`src/rtl/conv_pkg.sv`:
```
// Shared definitions for the convolutional encoder/decoder pair: widths,
// constraint-length limits, generator polynomials and the FSM state type.
package conv_pkg;

    localparam int CONV_DATA_W = 16;
    localparam int K_MIN       = 3;
    localparam int K_MAX       = 6;

    typedef enum logic [1:0] {
        ST_IDLE   = 2'd0,
        ST_ENCODE = 2'd1,
        ST_FLUSH  = 2'd2
    } conv_state_t;

    // Bit i of a generator taps sr[i]; sr[0] is the newest input bit.
    function automatic logic [K_MAX-1:0] gen0(input logic [2:0] k);
        case (k)
            3'd4:    gen0 = 6'o17;
            3'd5:    gen0 = 6'o23;
            3'd6:    gen0 = 6'o53;
            default: gen0 = 6'o07;
        endcase
    endfunction

    function automatic logic [K_MAX-1:0] gen1(input logic [2:0] k);
        case (k)
            3'd4:    gen1 = 6'o15;
            3'd5:    gen1 = 6'o35;
            3'd6:    gen1 = 6'o75;
            default: gen1 = 6'o05;
        endcase
    endfunction

    // Out-of-range constraint lengths fall back to the smallest code.
    function automatic logic [2:0] k_sanitize(input logic [2:0] k);
        if (k >= 3'(K_MIN) && k <= 3'(K_MAX))
            k_sanitize = k;
        else
            k_sanitize = 3'(K_MIN);
    endfunction

endpackage

```
`src/rtl/conv_parity_gen.sv`:
```
// Combinational parity generator: masks the shift register to K taps and
// produces the two generator parities for the current symbol.
module conv_parity_gen
    import conv_pkg::*;
(
    input  logic [K_MAX-1:0] sr,
    input  logic [2:0]       k,
    output logic [1:0]       sym
);

    logic [K_MAX-1:0] g0;
    logic [K_MAX-1:0] g1;
    logic [K_MAX-1:0] term0;
    logic [K_MAX-1:0] term1;

    assign g0 = gen0(k);
    assign g1 = gen1(k);

    generate
        for (genvar gi = 0; gi < K_MAX; gi++) begin : g_tap
            logic tap_en;
            assign tap_en    = (3'(gi) < k);
            assign term0[gi] = sr[gi] & g0[gi] & tap_en;
            assign term1[gi] = sr[gi] & g1[gi] & tap_en;
        end
    endgenerate

    assign sym = {^term0, ^term1};

endmodule

```
`src/rtl/conv_encoder_sys.sv`:
```
// Rate-1/2 feedforward convolutional encoder with per-frame constraint length,
// zero-tail termination and valid/ready symbol handshake.
module conv_encoder_sys
    import conv_pkg::*;
#(
    parameter int DATA_W = CONV_DATA_W
) (
    input  logic              clk,
    input  logic              rst,
    input  logic [2:0]        choose_constraint_length,
    input  logic [DATA_W-1:0] in_data,
    input  logic              in_valid,
    output logic              in_ready,
    output logic [1:0]        encoded_bits,
    output logic              sym_valid,
    input  logic              sym_ready,
    output logic              frame_done
);

    localparam int CNT_W = $clog2(DATA_W + 6);

    conv_state_t       state_reg;
    conv_state_t       state_next;
    logic [DATA_W-1:0] data_reg;
    logic [K_MAX-2:0]  hist_reg;
    logic [CNT_W-1:0]  cnt_reg;
    logic [2:0]        k_reg;

    logic              accept;
    logic              xfer;
    logic              last_enc;
    logic              last_tail;
    logic              cur_bit;
    logic [K_MAX-1:0]  sr;
    logic [1:0]        parity;

    // Payload shifts out msb first with zeros behind it, so the tail bits
    // fall out of the same register without a separate mux.
    assign cur_bit   = data_reg[DATA_W-1];
    assign sr        = {hist_reg, cur_bit};
    assign accept    = in_valid && in_ready;
    assign xfer      = sym_valid && sym_ready;
    assign last_enc  = (cnt_reg == CNT_W'(DATA_W - 1));
    assign last_tail = (cnt_reg == CNT_W'(DATA_W - 2) + CNT_W'(k_reg));

    conv_parity_gen u_parity (
        .sr  (sr),
        .k   (k_reg),
        .sym (parity)
    );

    always_ff @(posedge clk) begin
        if (rst)
            state_reg <= ST_IDLE;
        else
            state_reg <= state_next;
    end

    always_comb begin
        state_next = state_reg;
        case (state_reg)
            ST_IDLE:   if (accept) state_next = ST_ENCODE;
            ST_ENCODE: if (xfer && last_enc) state_next = ST_FLUSH;
            ST_FLUSH:  if (xfer && last_tail) state_next = ST_IDLE;
            default:   state_next = ST_IDLE;
        endcase
    end

    always_comb begin
        in_ready     = (state_reg == ST_IDLE) && !rst;
        sym_valid    = (state_reg == ST_ENCODE) || (state_reg == ST_FLUSH);
        encoded_bits = sym_valid ? parity : 2'b00;
        frame_done   = (state_reg == ST_FLUSH) && sym_ready && last_tail;
    end

    always_ff @(posedge clk) begin
        if (rst) begin
            data_reg <= '0;
            hist_reg <= '0;
            cnt_reg  <= '0;
            k_reg    <= 3'(K_MIN);
        end else if (accept) begin
            data_reg <= in_data;
            hist_reg <= '0;
            cnt_reg  <= '0;
            k_reg    <= k_sanitize(choose_constraint_length);
        end else if (xfer) begin
            data_reg <= {data_reg[DATA_W-2:0], 1'b0};
            hist_reg <= {hist_reg[K_MAX-3:0], cur_bit};
            cnt_reg  <= last_tail ? '0 : cnt_reg + 1'b1;
        end
    end

endmodule

```
`config.mk`:
```
export PLATFORM = sky130hd
export DESIGN_NAME = conv_encoder_sys
export DESIGN_NICKNAME = d
export VERILOG_FILES = /design/src/rtl/conv_pkg.sv /design/src/rtl/conv_parity_gen.sv /design/src/rtl/conv_encoder_sys.sv
export SDC_FILE = /design/constraint.sdc
export NUM_CORES = 1
export LEC_CHECK = 0
export BUFFER_PORTS_ARGS = -buffer_cell sky130_fd_sc_hd__buf_2
export CAP_MARGIN = 15
export CORE_ASPECT_RATIO = 1.25
export CORE_MARGIN = 2
export CORE_UTILIZATION = 60
export CTS_CLUSTER_DIAMETER = 200
export DETAILED_ROUTE_END_ITERATION = 12
export PLACE_DENSITY_LB_ADDON = 0.08
export SYNTH_ARGS = -nofsm -noshare
export SYNTH_HDL_FRONTEND = slang
export SYNTH_SLANG_ARGS = --single-unit
```
`constraint.sdc`:
```
create_clock -name clk -period 7.8 [get_ports clk]
set_clock_uncertainty 0.1 [all_clocks]
set_input_delay 1.56 -clock clk [delete_from_list [all_inputs] [get_ports clk]]
set_output_delay 1.56 -clock clk [all_outputs]
set_load 0.05 [all_outputs]
```
==> metrics.txt <==
wl on met1=1.667 mm; clock period minus final worst setup slack=4.410 ns; sequential share of the synthesized area=35.58%; placer congestion estimate=0.8299; H-tree level count=2; Hold Buf Count CTS=0; Synth area leaders=sky130_fd_sc_hd__dfxtp_1, sky130_fd_sc_hd__nand2_1, sky130_fd_sc_hd__a311oi_1; worst hold start=hist_reg[4]; arrival time of data at the critical path endpoint=2.75 ns; CORE AREA=2733 sq um; total routed wirelength=3.778 mm; Inserted Diodes=0; fraction of final layout cells sized beyond drive strength 1=14.69%; Avg Inst Size Synth=7.718 sq um; number of buffers added by the clock tree synthesis step=5; number of max-slew violations in the final report=0; worst slew margin relative to its limit=37.95%; number of antenna violations at the first check in global routing=0; CTS clk-pin slew, worst paths=0.10 ns; number of warning messages in the yosys log=0; Setup Total Neg Slack=0 ns; Reg2Reg Launch Point=state_reg[0]; worst-path fanout max=11; aggregate global-route resource usage=24.50%; MaxCap Viol Count=0; DRC violations left=0; FF+latch count, synth=31; GRT overflow=0; Detailed Routing Iterations Pass 1=4; met2 wire length=1.809 mm; Post-Synthesis Net Count=258; number of primary I/O pins=28; final critical-path setup slack=3.390 ns; top layer used by detailed routing=met4; worst setup path start=k_reg[2]; wire length of the first global-routing pass=6.375 mm; latest clock arrival within the worst-skew pair=0.33 ns; count of cells resized by post-cts repair=0; async set-reset flop share out of synthesis=0%; area of the die=3357 sq um; Critical Path End Type=output port; area fraction of the dominant cell type after synthesis=35.58%; count leader, synth=sky130_fd_sc_hd__nand2_1; Mapped Cells=226; routed via count divided by cell count=5.867; TritonCTS clock tree=yes; initial DRC count=55; data required time at the worst endpoint=6.14 ns; number of flops mapped to enable cells by yosys=0; Syn-to-layout area delta=9.612%; NumNets Final=276; Post-CTS Setup Bufs=0; Worst Hold Class=flip-flop to flip-flop; Die Height=64.28 microns; maximum number of buffers from clock root to sink=2; pin count of the biggest net entering global routing=32; vias after detailed routing=1637; CTS Root Buffer Type=sky130_fd_sc_hd__clkbuf_4; half-perimeter wire length after placement=2.702 mm; Distinct cells, synth=40; Post-Route Hold Slack=0.3681 ns; leading cell types by count after synthesis=sky130_fd_sc_hd__nand2_1, sky130_fd_sc_hd__dfxtp_1, sky130_fd_sc_hd__nor2_1; Setup WS pre-CTS=3.770 ns; Final period util=56.54%; input/output buffers=27; Worst-Margin Slew=0.9308 ns; die width=52.23 microns; leakage power total=0.7183 nW; TritonCTS sink count=31; main flop type after synthesis=sky130_fd_sc_hd__dfxtp_1; cell type contributing the most total cell area after synthesis=sky130_fd_sc_hd__dfxtp_1; final-report hold violation count=0; power density over the cells=235.1 nW/um^2; startpoint-to-endpoint class of the critical path=flip-flop to output port; met3 wire len=158 microns; outcome=finished clean; final routed wire length divided by cell count=13.54 microns; number of global-route vias before repair=1545; Post-Syn Area=1744 sq um; highest achievable clock rate=226.8 MHz; initial core utilization=63.83%; number of cell rows=21; # setup viols final=0; CP startpoint kind=flip-flop; worst vdd ir=0.1539 mV; number of flip-flops in the largest register=16; RSZ-0062 raised after global routing=no; post-route antenna net violation count=0
-- cell families after synthesis --
group / after synthesis / synth area share (%)
AND/OR/NAND/NOR: 112 / 29.63
AO/OA/AOI/OAI: 45 / 18.87
adder cells (fa/ha/maj): 9 / 6.456
XOR/XNOR: 8 / 4.806
buffers and inverters: 21 / 4.663
flip-flops: 31 / 35.58
-- cell type report --
| cell class | count | area (sq um) |
|---|---|---|
| Multi-Input combinational cell | 174 | 1042 |
| Fill cell | 244 | 820.8 |
| Clock inverter | 3 | 15.01 |
| Timing Repair Buffer | 27 | 135.1 |
| Tap cell | 34 | 42.54 |
| Sequential cell | 31 | 620.6 |
| Inverter | 5 | 18.77 |
| Clock buffer | 5 | 37.54 |
-- through the flow --
step,total power [W],instance area [sq um],utilization [%],std cells
4_1_cts,0.0004503,1912,69.96,279
5_1_grt,0.0004783,1912,69.96,279
3_3_place_gp,0.0003533,1859,68.04,271
3_5_place_dp,0.0003605,1859,68.04,271
6_report,0.0004494,1912,69.96,279
2_1_floorplan,0.0003291,1744,-,226
-- power breakdown --
part | switching, W | total [W] | internal (W)
sequential | 0.0000214 | 0.000205 | 0.000183
clock | 0.0000565 | 0.0000900 | 0.0000335
combinational | 0.000102 | 0.000155 | 0.0000527
total | 0.000180 | 0.000449 | 0.000269
-- placed cells by master, fill, tap and decap left out, types with 3 or more instances in the layout --
| cell type | instances |
|---|---|
| sky130_fd_sc_hd__a21oi_1 | 13 |
| sky130_fd_sc_hd__a311oi_1 | 15 |
| sky130_fd_sc_hd__buf_2 | 27 |
| sky130_fd_sc_hd__clkbuf_4 | 5 |
| sky130_fd_sc_hd__clkinv_2 | 3 |
| sky130_fd_sc_hd__dfxtp_1 | 31 |
| sky130_fd_sc_hd__ha_1 | 9 |
| sky130_fd_sc_hd__inv_1 | 5 |
| sky130_fd_sc_hd__nand2_1 | 54 |
| sky130_fd_sc_hd__nand2b_1 | 6 |
| sky130_fd_sc_hd__nand3_1 | 4 |
| sky130_fd_sc_hd__nand4_1 | 3 |
| sky130_fd_sc_hd__nor2_1 | 23 |
| sky130_fd_sc_hd__nor2b_1 | 3 |
| sky130_fd_sc_hd__nor3_1 | 3 |
| sky130_fd_sc_hd__nor3b_1 | 3 |
| sky130_fd_sc_hd__o211ai_1 | 3 |
| sky130_fd_sc_hd__xnor2_1 | 4 |
| sky130_fd_sc_hd__xor2_1 | 3 |
-- critical path, stage by stage (launching register included) --
cell,delay [ns]
sky130_fd_sc_hd__dfxtp_1,0.55
sky130_fd_sc_hd__inv_1,0.14
sky130_fd_sc_hd__ha_1,0.28
sky130_fd_sc_hd__nand2b_1,0.22
sky130_fd_sc_hd__o311a_1,0.35
sky130_fd_sc_hd__o31ai_1,0.30
sky130_fd_sc_hd__o21ai_0,0.15
sky130_fd_sc_hd__a21boi_1,0.15
sky130_fd_sc_hd__buf_2,0.28
-- worst paths after layout --
path                                   endpoint  slack, ns  depth (start not counted)
worst max-delay path            encoded_bits[1]       3.39                          8
worst min-delay path                hist_reg[4]       0.37                          2
worst max register to register       cnt_reg[4]       5.17                          6
worst min register to register      hist_reg[4]       0.37                          2
-- metal layers --
metal,vias to the layer above,track usage [%]
met3,14,6.075
li1,820,-
met4,0,11.54
met1,759,28.40
met2,44,41.30
met5,-,0
No activity file was read; power rests on OpenSTA's default activity.
